**src/rtl/hevc_actor_pkg.sv**
```systemverilog
// Shared helpers for the HEVC butterfly dataflow actors: tag sizing, saturation
// and rounding-offset constants.
package hevc_actor_pkg;

  // At least one tag bit so single-flux instances still elaborate.
  function automatic int unsigned tag_width(input int unsigned flux);
    return (flux > 1) ? $clog2(flux) : 1;
  endfunction

  function automatic logic signed [63:0] sat_signed(input logic signed [63:0] value,
                                                    input int unsigned        out_width);
    logic signed [63:0] hi;
    logic signed [63:0] lo;
    hi = (64'sd1 <<< (out_width - 1)) - 64'sd1;
    lo = -(64'sd1 <<< (out_width - 1));
    if (value > hi) begin
      return hi;
    end else if (value < lo) begin
      return lo;
    end
    return value;
  endfunction

  function automatic logic [63:0] round_ofs(input int unsigned shift);
    return 64'd1 << (shift - 1);
  endfunction

endpackage

```
**src/rtl/flux_rr_arbiter.sv**
```systemverilog
// Combinational round-robin flux selector: first eligible flux after ptr,
// searching ptr+1, ptr+2, ... modulo FLUX.
module flux_rr_arbiter
  import hevc_actor_pkg::*;
#(
  parameter int unsigned  FLUX      = 2,
  localparam int unsigned TAG_WIDTH = tag_width(FLUX)
) (
  input  logic [FLUX-1:0]      eligible,
  input  logic [TAG_WIDTH-1:0] ptr,
  output logic [TAG_WIDTH-1:0] sel,
  output logic                 found
);

  always_comb begin
    int unsigned idx;
    sel   = '0;
    found = 1'b0;
    idx   = 0;
    for (int unsigned i = 1; i <= FLUX; i++) begin
      idx = (32'(ptr) + i) % FLUX;
      // Constant-index scan keeps the bit select in range for any FLUX.
      for (int unsigned j = 0; j < FLUX; j++) begin
        if (!found && (j == idx) && eligible[j]) begin
          found = 1'b1;
          sel   = TAG_WIDTH'(j);
        end
      end
    end
  end

endmodule

```
**src/rtl/shift_clip_18.sv**
```systemverilog
// Tagged multi-flux actor: rounding arithmetic right shift of 18-bit sums followed by
// saturation to OUT_WIDTH, as a two-stage pipeline with round-robin flux arbitration.
module shift_clip_18
  import hevc_actor_pkg::*;
#(
  parameter int unsigned  FLUX       = 2,
  parameter int unsigned  DATA_WIDTH = 18,
  parameter int unsigned  SHIFT      = 1,
  parameter int unsigned  OUT_WIDTH  = 16,
  localparam int unsigned TAG_WIDTH  = tag_width(FLUX)
) (
  input  logic                          clk,
  input  logic                          rst,
  input  logic [FLUX-1:0]               read_port_sum_empty,
  input  logic [TAG_WIDTH+DATA_WIDTH-1:0] read_port_sum_dout,
  output logic [FLUX-1:0]               read_port_sum_read,
  input  logic [FLUX-1:0]               write_port_res_full,
  output logic                          write_port_res_write,
  output logic [TAG_WIDTH+OUT_WIDTH-1:0]  write_port_res_din
);

  logic [FLUX-1:0]               eligible;
  logic [TAG_WIDTH-1:0]          sel;
  logic                          found;
  logic                          pop;
  logic                          a_adv;
  logic                          full_b;

  logic [TAG_WIDTH-1:0]          rr_ptr_q;
  logic                          valid_a_q;
  logic [TAG_WIDTH-1:0]          tag_a_q;
  logic signed [DATA_WIDTH:0]    sum_a_q;
  logic signed [DATA_WIDTH:0]    sum_a_d;
  logic                          valid_b_q;
  logic [TAG_WIDTH-1:0]          tag_b_q;
  logic signed [OUT_WIDTH-1:0]   res_b_q;
  logic signed [OUT_WIDTH-1:0]   res_b_d;
  logic signed [DATA_WIDTH:0]    shifted;
  logic signed [DATA_WIDTH-1:0]  data;
  logic                          unused_dout_tag;

  assign eligible = ~read_port_sum_empty & ~write_port_res_full;

  flux_rr_arbiter #(
    .FLUX(FLUX)
  ) u_arb (
    .eligible(eligible),
    .ptr     (rr_ptr_q),
    .sel     (sel),
    .found   (found)
  );

  // The bundle presents the head word of the flux being popped; the tag comes from sel.
  assign data            = read_port_sum_dout[DATA_WIDTH-1:0];
  assign unused_dout_tag = ^read_port_sum_dout[TAG_WIDTH+DATA_WIDTH-1:DATA_WIDTH];

  always_comb begin
    full_b               = write_port_res_full[tag_b_q];
    write_port_res_write = valid_b_q & ~full_b;
    a_adv                = valid_a_q & (~valid_b_q | write_port_res_write);
    pop                  = found & (~valid_a_q | a_adv) & ~rst;
    read_port_sum_read   = '0;
    if (pop) begin
      read_port_sum_read = FLUX'(1) << sel;
    end
    write_port_res_din = '0;
    if (valid_b_q) begin
      write_port_res_din = {tag_b_q, res_b_q};
    end
  end

  // One extra bit of headroom so the rounding add cannot wrap.
  assign sum_a_d = {data[DATA_WIDTH-1], data} + (DATA_WIDTH + 1)'(round_ofs(SHIFT));
  assign shifted = sum_a_q >>> SHIFT;
  assign res_b_d = OUT_WIDTH'(sat_signed(64'(shifted), OUT_WIDTH));

  always_ff @(posedge clk or posedge rst) begin
    if (rst) begin
      rr_ptr_q  <= TAG_WIDTH'(FLUX - 1);
      valid_a_q <= 1'b0;
      tag_a_q   <= '0;
      sum_a_q   <= '0;
      valid_b_q <= 1'b0;
      tag_b_q   <= '0;
      res_b_q   <= '0;
    end else begin
      if (pop) begin
        rr_ptr_q <= sel;
        tag_a_q  <= sel;
        sum_a_q  <= sum_a_d;
      end
      valid_a_q <= pop | (valid_a_q & ~a_adv);
      if (a_adv) begin
        tag_b_q <= tag_a_q;
        res_b_q <= res_b_d;
      end
      valid_b_q <= a_adv | (valid_b_q & ~write_port_res_write);
    end
  end

endmodule

```
**config.mk**
```make
export PLATFORM = sky130hd
export DESIGN_NAME = shift_clip_18
export DESIGN_NICKNAME = d
export VERILOG_FILES = /design/src/rtl/hevc_actor_pkg.sv /design/src/rtl/flux_rr_arbiter.sv /design/src/rtl/shift_clip_18.sv
export SDC_FILE = /design/constraint.sdc
export NUM_CORES = 1
export LEC_CHECK = 0
export BUFFER_PORTS_ARGS = -buffer_cell sky130_fd_sc_hd__buf_2
export CORE_ASPECT_RATIO = 1.5
export CORE_UTILIZATION = 23
export CTS_CLUSTER_SIZE = 16
export DETAILED_ROUTE_END_ITERATION = 12
export SETUP_SLACK_MARGIN = 0.02
export SLEW_MARGIN = 0
export SYNTH_ARGS = -nofsm -noshare
export SYNTH_HDL_FRONTEND = slang
export SYNTH_HIERARCHICAL = 1
export SYNTH_SLANG_ARGS = --single-unit
```
**constraint.sdc**
```tcl
create_clock -name clk -period 3.3 [get_ports clk]
set_clock_uncertainty 0.05 [all_clocks]
set_input_delay 0.165 -clock clk [delete_from_list [all_inputs] [get_ports clk]]
set_output_delay 0.165 -clock clk [all_outputs]
set_load 0.05 [all_outputs]
```
==> flow_metrics.tcl <==
set metrics [dict create \
    relSlewSlack_pct 54.4 \
    critPathKind "flip-flop to primary output" \
    grt_pass1_vias 1724 \
    clk_path_buf_depth 2 \
    ys_seq_elements 39 \
    die_w_um 81.1 \
    grt_setup_unrepaired "false" \
    diodes 0 \
    cp_max_fo 12 \
    final_hold_viol_count 0 \
    final_common_cell "nand2_1" \
    start_util_pct 24.0 \
    overflow 0 \
    postCtsResizedCells 0 \
    finalSetupTns_ps 0 \
    drive_above_1_share_pct 20.0 \
    min_period_over_period_pct 63.1 \
    report.final.setup_viol 0 \
    clock_latency_ps 280 \
    p_total_mw 1.90 \
    ir_worst_vdd_uv 232 \
    grt_max_degree 40 \
    fp.dieH_um 121 \
    rows 42 \
    synth_cell_types 32 \
    core_um2 8990 \
    drv_cap 0 \
    antenna_found_initial 0 \
    timing.fmax_mhz 480 \
    gp_congestion 0.765 \
    post_cts_buffers 0 \
    numPortBuffers 43 \
    ios 45 \
    post-route-util_pct 29.5 \
    register_area_um2 977 \
    status "complete, no violations" \
    synth_seq_area_share_pct 45.2 \
    finalWorstPathRequiredPeriod_ps 2080 \
    final_cell_mix "nand2_1 (63), o21ai_0 (49), buf_2 (43)" \
    p_per_area_nw_per_um2 716 \
    wl_mm 4.39 \
    htree_num_levels 2 \
    drtAntennaViolNets 0 \
    via_count 1812 \
    multiInputGateArea_um2 1100 \
    nets 340 \
    root_buffer "clkbuf_16" \
    n_fill_cell 975 \
    end_kind "primary output" \
    syn_nets 301 \
    drc 0 \
    critPathArrivalTime_ps 1870 \
    dr.first_iter.drc_count 69 \
    cp-start-kind "flip-flop" \
    slew_viol_final 0 \
    fin_hold_ws_ps 129 \
    syn_inst 275 \
    numCtsBuffers 5 \
    viasPerCell 4.26 \
    avgRoutedWirePerCell_um 10.3 \
    power_leakage_nw 1.24 \
    place_hpwl_mm 3.42 \
    path_clk_slew_ps 50 \
    grt_usage_pct 9.96 \
    syn_area_per_cell_um2 7.85 \
    worst_ep_required_time_ps 3080 \
    cts_tree "built" \
    ys_warn_count 6 \
    cts_sinks 39 \
    worst_pin_slew_ps 684 \
    synth_area_um2 2160 \
    grt_pass1_wl_mm 7.47 \
    hp-class "primary input to flip-flop" \
    synthToLayoutAreaGrowth_pct 22.7 \
    die-area_um2 9790 \
    dr.pass1.iters 4 \
]
-- state kept, by name, summed over array words and instances, names as in the netlist --
signal,cells
res_b_q,16
rr_ptr_q,1
sum_a_q,18
tag_a_q,1
tag_b_q,1
valid_a_q,1
valid_b_q,1
-- critical path, stage by stage, from the launching register on --
cell and delay (ps):
dfrtp_1 400, mux2_2 380, a31oi_1 180, buf_4 210, nand2_1 100, inv_1 60, buf_2 250
-- kinds of logic after synthesis --
group | share of synthesized area (%)
simple gates | 29.3
buf+inv | 4.00
fa+ha+maj | 0.579
flops | 45.2
xor+xnor | 4.46
compound gates | 14.4
mux | 2.03
-- stage by stage --
step | instances | instance area (µm²) | setup slack [ps]
finish | 425 | 2650 | 1220
global route | 425 | 2650 | 1100
global placement | 416 | 2480 | 1430
CTS | 425 | 2650 | 1200
detailed placement | 416 | 2480 | 1400
floorplan | 275 | 2160 | 1380
-- worst paths after layout --
kind	start	endpoint	slack [ps]	cells after the start
worst min register to register	rr_ptr_q	rr_ptr_q	420	2
min in group asynchronous	rst	res_b_q[12]	500	4
worst min-delay path	read_port_sum_dout[15]	sum_a_q[15]	130	3
worst max-delay path	tag_b_q	read_port_sum_read[1]	1220	6
max in group asynchronous	rst	rr_ptr_q	2350	4
worst max register to register	valid_b_q	res_b_q[15]	1500	4
-- Yosys cell counts --
cell | instances | area, µm²
and3_1 | 2 | 12.5
nand2b_1 | 1 | 6.26
clkbuf_1 | 14 | 52.6
or3_1 | 5 | 31.3
buf_4 | 1 | 7.51
buf_1 | 1 | 3.75
a21boi_1 | 1 | 7.51
nor4_1 | 1 | 6.26
dfstp_2 | 1 | 26.3
or2_2 | 1 | 6.26
nor3_1 | 1 | 5.00
nand3_2 | 1 | 10.0
o21ai_1 | 1 | 5.00
or2_1 | 1 | 6.26
nor2_1 | 35 | 131
ha_1 | 1 | 12.5
o21ai_0 | 49 | 245
or4b_4 | 1 | 13.8
xor2_1 | 4 | 35.0
nand2_1 | 63 | 236
mux2_2 | 3 | 33.8
and2_1 | 18 | 113
a31oi_1 | 6 | 37.5
o21bai_1 | 1 | 7.51
nand4_1 | 3 | 18.8
xnor2_1 | 7 | 61.3
mux2i_1 | 1 | 10.0
dfrtp_1 | 38 | 951
or4_4 | 1 | 11.3
inv_1 | 6 | 22.5
a21o_1 | 1 | 7.51
nand3_1 | 5 | 25.0
-- layer usage --
| metal | track usage (%) | wire length [µm] | share of wire (%) | vias to the layer above |
|---|---|---|---|---|
| met5 | 0 | 0 | 0 | - |
| met4 | 6.14 | 154 | 3.5 | 0 |
| met3 | 2.34 | 177 | 4.0 | 10 |
| met2 | 17.6 | 2250 | 51 | 34 |
| met1 | 10.2 | 1810 | 41 | 785 |
| li1 | - | - | - | 983 |
-- report_power, final --
| part | switching, mW | internal (mW) |
|---|---|---|
| sequential | 0.122 | 0.631 |
| clock | 0.170 | 0.321 |
| combinational | 0.444 | 0.208 |
| total | 0.737 | 1.16 |
-- what timing repair did --
| item | CTS | global route |
|---|---|---|
| setup endpoints to repair | 0 | 0 |
| hold buffers | 1 | 0 |
| endpoints found under the hold margin | 38 | 0 |
-- layout make-up --
type	count	share of cell area, %
clock buffer	8	5.90
inverter	6	0.850
multi-input combinational	214	41.5
sequential	39	36.9
tap	110	5.20
timing repair buffer	48	9.64
Note: power is estimated with default switching activity, not from simulation.
